**src/rtl/sseg_scan_mux.sv**
```systemverilog
// rtl/sseg_scan_mux.sv - time-multiplexed 7-segment scanner with dead time, shadow load and leading-zero blanking
// Optional build macro SSEG_DIM_EN adds the brightness input and a 4-bit PWM dimmer.
module sseg_scan_mux #(
  parameter int NUM_DIGITS  = 4,
  parameter int PRESCALE    = 65536,
  parameter int DEAD_CYCLES = 16
) (
  input  logic                    clk,
  input  logic                    reset_n,
  input  logic [4*NUM_DIGITS-1:0] digits_i,
  input  logic [NUM_DIGITS-1:0]   dp_mask,
  input  logic                    load,
  input  logic                    blank_lz,
`ifdef SSEG_DIM_EN
  input  logic [3:0]              brightness,
`endif
  output logic [NUM_DIGITS-1:0]   an,
  output logic [6:0]              sseg,
  output logic                    dp,
  output logic                    slot_tick
);

  localparam int CW = (PRESCALE > 2) ? $clog2(PRESCALE) : 1;
  localparam int IW = (NUM_DIGITS > 1) ? $clog2(NUM_DIGITS) : 1;
  localparam logic [CW-1:0] LAST_P    = CW'(PRESCALE - 1);
  localparam logic [CW-1:0] DEAD_P    = CW'(DEAD_CYCLES);
  localparam logic [IW-1:0] LAST_IDX  = IW'(NUM_DIGITS - 1);
  localparam logic          DEAD_ZERO = (DEAD_CYCLES == 0);

  typedef enum logic {GAP, SCAN} state_t;

  state_t              state, n_state;
  logic [CW-1:0]       pcnt, n_pcnt;
  logic [IW-1:0]       idx, n_idx;
  logic                wrap;
  logic [3:0]          shadow [NUM_DIGITS];
  logic [NUM_DIGITS-1:0] shadow_dp;
  logic [NUM_DIGITS-1:0] lz_blank;
  logic                all_zero;
  logic                pwm_on;
  logic [NUM_DIGITS-1:0] n_an;
  logic [6:0]          n_sseg;
  logic                n_dp;

  function automatic logic [6:0] hex7(input logic [3:0] h);
    case (h)
      4'h0: hex7 = 7'b1000000;
      4'h1: hex7 = 7'b1111001;
      4'h2: hex7 = 7'b0100100;
      4'h3: hex7 = 7'b0110000;
      4'h4: hex7 = 7'b0011001;
      4'h5: hex7 = 7'b0010010;
      4'h6: hex7 = 7'b0000010;
      4'h7: hex7 = 7'b1111000;
      4'h8: hex7 = 7'b0000000;
      4'h9: hex7 = 7'b0010000;
      4'hA: hex7 = 7'b0001000;
      4'hB: hex7 = 7'b0000011;
      4'hC: hex7 = 7'b1000110;
      4'hD: hex7 = 7'b0100001;
      4'hE: hex7 = 7'b0000110;
      4'hF: hex7 = 7'b0001110;
    endcase
  endfunction

`ifdef SSEG_DIM_EN
  logic [3:0] pwm_cnt;
  logic [3:0] n_pwm;

  // Free-running PWM phase; compared against brightness to gate the active anode
  always_ff @(posedge clk or negedge reset_n) begin
    if (!reset_n) pwm_cnt <= 4'd0;
    else          pwm_cnt <= n_pwm;
  end

  // Gate decision uses the phase that will be current after this edge
  always_comb begin
    n_pwm  = pwm_cnt + 4'd1;
    pwm_on = (n_pwm < brightness);
  end
`else
  // Without dimming the anode stays low for the whole SCAN phase
  always_comb pwm_on = 1'b1;
`endif

  // Shadow registers decouple the display from live digit inputs until load
  always_ff @(posedge clk or negedge reset_n) begin
    if (!reset_n) begin
      for (int k = 0; k < NUM_DIGITS; k++) shadow[k] <= 4'd0;
      shadow_dp <= '0;
    end else if (load) begin
      for (int k = 0; k < NUM_DIGITS; k++) shadow[k] <= digits_i[4*k +: 4];
      shadow_dp <= dp_mask;
    end
  end

  // A digit is a leading zero when it and everything above it is zero; digit 0 always shows
  always_comb begin
    all_zero = 1'b1;
    lz_blank = '0;
    for (int k = NUM_DIGITS - 1; k >= 0; k--) begin
      all_zero    = all_zero && (shadow[k] == 4'd0);
      lz_blank[k] = blank_lz && all_zero && (k != 0);
    end
  end

  // Slot timing and GAP/SCAN sequencing for the value present after this edge
  always_comb begin
    wrap    = (pcnt == LAST_P);
    n_pcnt  = wrap ? '0 : pcnt + 1'b1;
    n_idx   = idx;
    if (wrap) n_idx = (idx == LAST_IDX) ? '0 : idx + 1'b1;
    n_state = state;
    case (state)
      GAP:  if (DEAD_ZERO || (n_pcnt == DEAD_P)) n_state = SCAN;
      SCAN: if (wrap && !DEAD_ZERO) n_state = GAP;
      default: n_state = GAP;
    endcase
  end

  // Output image for the next cycle, built from the settled shadow contents
  always_comb begin
    n_an   = '1;
    n_sseg = 7'h7F;
    n_dp   = 1'b1;
    if (n_state == SCAN) begin
      n_dp = ~shadow_dp[n_idx];
      if (!lz_blank[n_idx]) begin
        n_sseg = hex7(shadow[n_idx]);
        if (pwm_on) n_an[n_idx] = 1'b0;
      end
    end
  end

  // Scan state machine with registered pin outputs
  always_ff @(posedge clk or negedge reset_n) begin
    if (!reset_n) begin
      pcnt      <= '0;
      idx       <= '0;
      state     <= GAP;
      slot_tick <= 1'b0;
      an        <= '1;
      sseg      <= 7'h7F;
      dp        <= 1'b1;
    end else begin
      pcnt      <= n_pcnt;
      idx       <= n_idx;
      state     <= n_state;
      slot_tick <= wrap;
      an        <= n_an;
      sseg      <= n_sseg;
      dp        <= n_dp;
    end
  end

endmodule

```
**config.mk**
```make
export PLATFORM = sky130hd
export DESIGN_NAME = sseg_scan_mux
export DESIGN_NICKNAME = d
export VERILOG_FILES = /design/src/rtl/sseg_scan_mux.sv
export SDC_FILE = /design/constraint.sdc
export NUM_CORES = 1
export LEC_CHECK = 0
export BUFFER_PORTS_ARGS = -buffer_cell sky130_fd_sc_hd__buf_2
export CAP_MARGIN = 25
export CORE_MARGIN = 2
export CORE_UTILIZATION = 40
export DETAILED_ROUTE_END_ITERATION = 10
export RECOVER_POWER = 50
export SLEW_MARGIN = 10
export SYNTH_ARGS = -nofsm -noshare
export SYNTH_HDL_FRONTEND = slang
export SYNTH_SLANG_ARGS = --single-unit
```
**constraint.sdc**
```tcl
create_clock -name clk -period 4.35 [get_ports clk]
set_clock_uncertainty 0.1 [all_clocks]
set_input_delay 0.6525 -clock clk [delete_from_list [all_inputs] [get_ports clk]]
set_output_delay 0.6525 -clock clk [all_outputs]
set_load 0.01 [all_outputs]
```
## Word level (Yosys, flattened, before mapping)

Memories as Yosys holds them, arrays and structs flattened.
Index checks and enable logic that the tools add are counted.

- Bits in registers: 52
- Bits in read-only memories: 112
- Output and inout port bits: 13
- Logic and storage cells: 54
- Memories: 1

- Add/subtract/negate cells: 2
- $lt $le $gt $ge: 3
- Equal/unequal tests: 3
- Multiplexer cells: 20
- Bitwise logic cells: 4
- Reductions and logical operators: 9

Memories:

| name | depth | width | read ports | clocked after Yosys merged registers in | wr ports | line | source |
|---|---|---|---|---|---|---|---|
| (no name shown) | 16 | 7 | 1 | 0 | 0 | 46 | `case (h)` |

Operator list:

| cell | number |
|---|---|
| $add A16 B1 Y16 const B | 1 |
| $eq A16 B16 Y1 const B | 1 |
| $eq A16 B5 Y1 const B | 1 |
| $mux W16 | 1 |
| $mux W4 | 4 |
| $mux W7 | 2 |
| $logic_not A4 Y1 | 3 |
| $bmux W4 S2 | 1 |
| $logic_and A1 B1 Y1 | 6 |
| $mux W1 | 6 |
| $bmux W1 S2 | 2 |
| $mux W2 | 2 |
| $not A4 Y4 | 1 |
| $ge A3 B3 Y1 const B | 1 |
| $lt A2 B3 Y1 const B | 1 |
| $not A2 Y3 | 1 |
| $add A2 B1 Y2 const B | 1 |
| $demux W1 S2 | 1 |
| $eq A2 B2 Y1 const B | 1 |
| $ge A2 B1 Y1 const B | 1 |
| $not A1 Y1 | 2 |
| $pmux W1 S2 | 1 |

## Longest topological paths before layout

- Depth after elaboration: 10
- Gate-level depth with buffers: 16

## Worst setup path after synthesis

No wires, ideal clock.

- Kind: reg2reg
- Start point: register pcnt[0]
- End point: register sseg[3]
- Arrival: 3.018 ns
- Data required time: 4.178 ns
- Path slack: 1.161 ns
- Cell stages (with the launch flop): 16
- Period minus slack after synthesis: 3.189 ns
- Path through: dfrtp_1 ha_1 nand4_4 or4_4 o21a_1 buf_6 inv_2 buf_4 nand2_1 a22oi_4 inv_1 ha_1 nand2_1 nor2_1 o31a_1 o21ai_1

- Word-level cells in the longest chain between the ends: 9
- Elaborated cells on any way between the ends: 17
- Classes of those cells: 1 x add/sub; 2 x eq/ne; 12 x mux; 1 x bitwise; 1 x memory

Ends and longest elaborated chain:

| item | line | source |
|---|---|---|
| from (decl) | 33 | `logic [CW-1:0] pcnt, n_pcnt;` |
| from (signal assigned) | 146 | `pcnt <= n_pcnt;` |
| $eq A16 B16 Y1 (*) | 109 | `wrap = (pcnt == LAST_P);` |
| $mux W2 (*) | 112 | `if (wrap) n_idx = (idx == LAST_IDX) ? '0 : idx + 1'b1;` |
| net n_idx[1] | 34 | `logic [IW-1:0] idx, n_idx;` |
| $not A2 Y3 (not written as such) | 129 | `n_sseg = hex7(shadow[n_idx]);` |
| $bmux W4 S2 | 129 |  |
| $mux W4 (not written as such) (2 in series) | 129 |  |
| $mem_v2 Z16 W7 | n/a |  |
| $mux W7 (*) | 128 | `if (!lz_blank[n_idx]) begin` |
| $mux W7 (*) | 126 | `if (n_state == SCAN) begin` |
| net n_sseg[3] | 42 | `logic [6:0] n_sseg;` |
| to (signal assigned) | 151 | `sseg <= n_sseg;` |
| to (decl) | 18 | `output logic [6:0] sseg,` |

The timed path passes the listed nets; every way through them passes the cells marked *. The select of a mux whose other input is x is not followed.
A chain may end at the register's enable or synchronous reset.

## Worst setup path in the final report

- Start point: register pcnt[0]
- End point: register sseg[0]

- Word-level cells in the longest chain between the ends: 9
- Elaborated cells on any way between the ends: 17
- Classes of those cells: 1 x add/sub; 2 x eq/ne; 12 x mux; 1 x bitwise; 1 x memory

Ends and longest elaborated chain:

| item | line |
|---|---|
| $eq A16 B16 Y1 | 109 |
| $mux W2 | 112 |
| $not A2 Y3 (not written as such) | 129 |
| $bmux W4 S2 | 129 |
| $mux W4 (not written as such) (2 in series) | 129 |
| $mem_v2 Z16 W7 | n/a |
| $mux W7 | 128 |
| $mux W7 (*) | 126 |
| net n_sseg[0] | 42 |

Marked as above.

==> impl_metrics.env <==
export IMPL_grt_max_degree=53
export IMPL_min_period_ps=3773
export IMPL_initial_core_util=0.4165
export IMPL_area_growth_pct=11.52
export IMPL_critical_path_slowest_cell="o21a_1"
export IMPL_drt_iter0_drc=145
export IMPL_avgSynthCellArea_sq_um=10.78
export IMPL_cp_end_kind="register"
export IMPL_clkLatencyLatePin_ps=310
export IMPL_crit_chain="ha_1, nand4_4, nor4_4, o21a_1, inv_2, nand2_1, a22oi_4, ha_1, inv_1, nor2_1, a2111oi_0, o41ai_1"
export IMPL_clk_pin_slew_worst_paths_ps=100
export IMPL_numCtsBuffers=5
export IMPL_worst_ep_required_time_ps=4480
export IMPL_grt_overflow_total=0
export IMPL_violations="capacitance limit, slew limit"
export IMPL_hp_class="register to register"
export IMPL_place_gp_congestion=0.8882
export IMPL_fillCellCount=670
export IMPL_via_count=2151
export IMPL_synth_edff_count=0
export IMPL_finalWirelength_um=5962
export IMPL_yosysTopAreaCell="dfrtp_1"
export IMPL_synth_ff_type="dfrtp_1"
export IMPL_fin_tns_setup_ps=0
export IMPL_rows=30
export IMPL_root_buffer="clkbuf_8"
export IMPL_ys_seq_elements=52
export IMPL_vias_per_cell=5.446
export IMPL_maxSlewViolCount=53
export IMPL_worst_pin_slew_ps=2668
export IMPL_drv_cap=1
export IMPL_ios=37
export IMPL_drive_above_1_share=0.3110
export IMPL_cts_resized=0
export IMPL_max_freq_mhz=265.0
export IMPL_crit_fanout=19
export IMPL_syn_instance_count=264
export IMPL_n_antenna_cell=0
export IMPL_leakage_nw=1.405
export IMPL_grt_pass1_wl_um=10270
export IMPL_grt_setup_unrepaired="no"
export IMPL_final_common_cell="dfrtp_1"
export IMPL_clkSinkCount=52
export IMPL_hold_violations=0
export IMPL_crit_path_start_kind="register"
export IMPL_htreeDepth=2
export IMPL_die_h_um=88.34
export IMPL_post_drt_wl_per_cell_um=15.09
export IMPL_post_route_period_util=0.8674
export IMPL_critPathKind="register to register"
export IMPL_synth_cell_area_sq_mm=0.002845
export IMPL_multi_input_area_sq_mm=0.001401
export IMPL_final_cell_mix="dfrtp_1, buf_2, nand2_1, nand3_1, mux2_2"
export IMPL_dp_hpwl_um=4355
export IMPL_ys_types=60
export IMPL_regArea_sq_mm=0.001316
export IMPL_syn_num_nets=296
export IMPL_finalNetCount=330
export IMPL_cts_hold_buf=0
export IMPL_setup_viol=0
export IMPL_fin_total_pwr_w=0.0009527
export IMPL_dieArea_sq_mm=0.007804
export IMPL_grt_pass1_vias=2064
export IMPL_cp_arrival_ps=3900
export IMPL_async_reset_ff_frac=1.000
export IMPL_dieWidth_um=88.34
export IMPL_first_pass_iters=4
export IMPL_antenna_found_initial=0
export IMPL_drc=0
export IMPL_ir_drop_mv=0.1646
export IMPL_postCtsSetupRepairBufs=0
export IMPL_seq_area_frac_synth=0.4626
export IMPL_synth_top_cell_area_share=0.3518
export IMPL_p_per_area_mw_per_mm2=300.3
export IMPL_route_antenna_remaining_nets=0
export IMPL_tritoncts="done"
export IMPL_io_buffers=36
export IMPL_grtUsageTotal=0.1708
export IMPL_cpMostUsedCell="ha_1"
export IMPL_cpPeakStageDelay_ps=710
export IMPL_slew_headroom=-0.7786
export IMPL_coreArea_sq_mm=0.006832
export IMPL_yosysWarnings=0
export IMPL_clk_path_buf_depth=2
export IMPL_netlist_top_cells_area="dfrtp_1, dfstp_2, mux2_2"
export IMPL_status="finished with violations"
-- stage by stage --
stage / setup slack (ps) / instance area [sq um] / std cells / util / hold slack (ps)
final: 576.7 / 3173 / 395 / 0.4645 / 426.0
after global routing: 242.2 / 3173 / 395 / 0.4645 / 442.4
after CTS: 590.0 / 3178 / 395 / 0.4652 / 359.9
after detailed placement: 606.6 / 3093 / 387 / 0.4527 / 407.2
after global placement: 727.0 / 3093 / 387 / 0.4527 / 404.2
after floorplan: 1161 / 2845 / 264 / - / 256.9
-- flip-flops by register name, indices dropped and copies added, names as in the netlist --
register and count:
shadow 16, slot_tick 1, dp 1, state 1
sseg 7, pcnt 16, shadow_dp 4, an 4
idx 2
-- metal layers --
metal,up-vias,GRT usage,routed length [um]
met3,10,0.03545,239
met1,1051,0.2646,3031
met2,54,0.2358,2584
li1,1036,-,-
met4,0,0.05923,106
met5,-,0,0
-- area by class of cell --
cell class / count / area share
multi-input cells: 187 / 0.4416
flip-flops and latches: 52 / 0.4148
repair buffers: 40 / 0.06467
well taps: 96 / 0.03785
clock buffers: 6 / 0.02287
inverters: 12 / 0.01420
clock inverters: 2 / 0.003943
-- kinds of logic (layout without fill, tap and decap cells) --
family	after synthesis	after routing	synth area share
flops	52	52	0.4626
compound gates	38	38	0.1073
mux	27	27	0.1113
buf+inv	25	60	0.04486
xor+xnor	15	15	0.04618
simple gates	99	99	0.1926
fa+ha+maj	8	8	0.03518
-- critical path, delay by kind of cell (launching register included) --
kind / cells / cell delay (ps)
buffers and inverters: 2 / 400
DFF: 1 / 450
adders and majority gates: 2 / 530
AOI/OAI and AO/OA: 4 / 1340
and+or+nand+nor: 4 / 870
-- Yosys cell counts, drive strengths merged (5+ instances only) --
cell type	n
a21oi	5
buf	11
dfrtp	40
dfstp	12
ha	8
inv	12
mux2	18
mux2i	9
nand2	26
nand3	18
nand4	10
nor2	15
nor4	11
o211ai	5
o21ai	5
or3	5
xnor2	8
xor2	7
-- report_power, final --
group	internal [W]	switching, W
combinational	0.0000644	0.0000712
clock	0.000113	0.000161
sequential	0.000522	0.0000212
total	0.000699	0.000253
-- path summary, 6_finish.rpt --
| kind | from | end | slack [ps] | cells after the start |
|---|---|---|---|---|
| setup reg to reg | pcnt[0] | sseg[0] | 580 | 12 |
| hold / removal | shadow_dp[0] | shadow_dp[0] | 430 | 1 |
| hold reg to reg | shadow_dp[0] | shadow_dp[0] | 430 | 1 |
| max in group asynchronous | reset_n | pcnt[15] | 1460 | 2 |
| min in group asynchronous | reset_n | idx[0] | 1170 | 2 |
| setup / recovery | pcnt[0] | sseg[0] | 580 | 12 |
No activity file was read; power rests on OpenSTA's default activity.
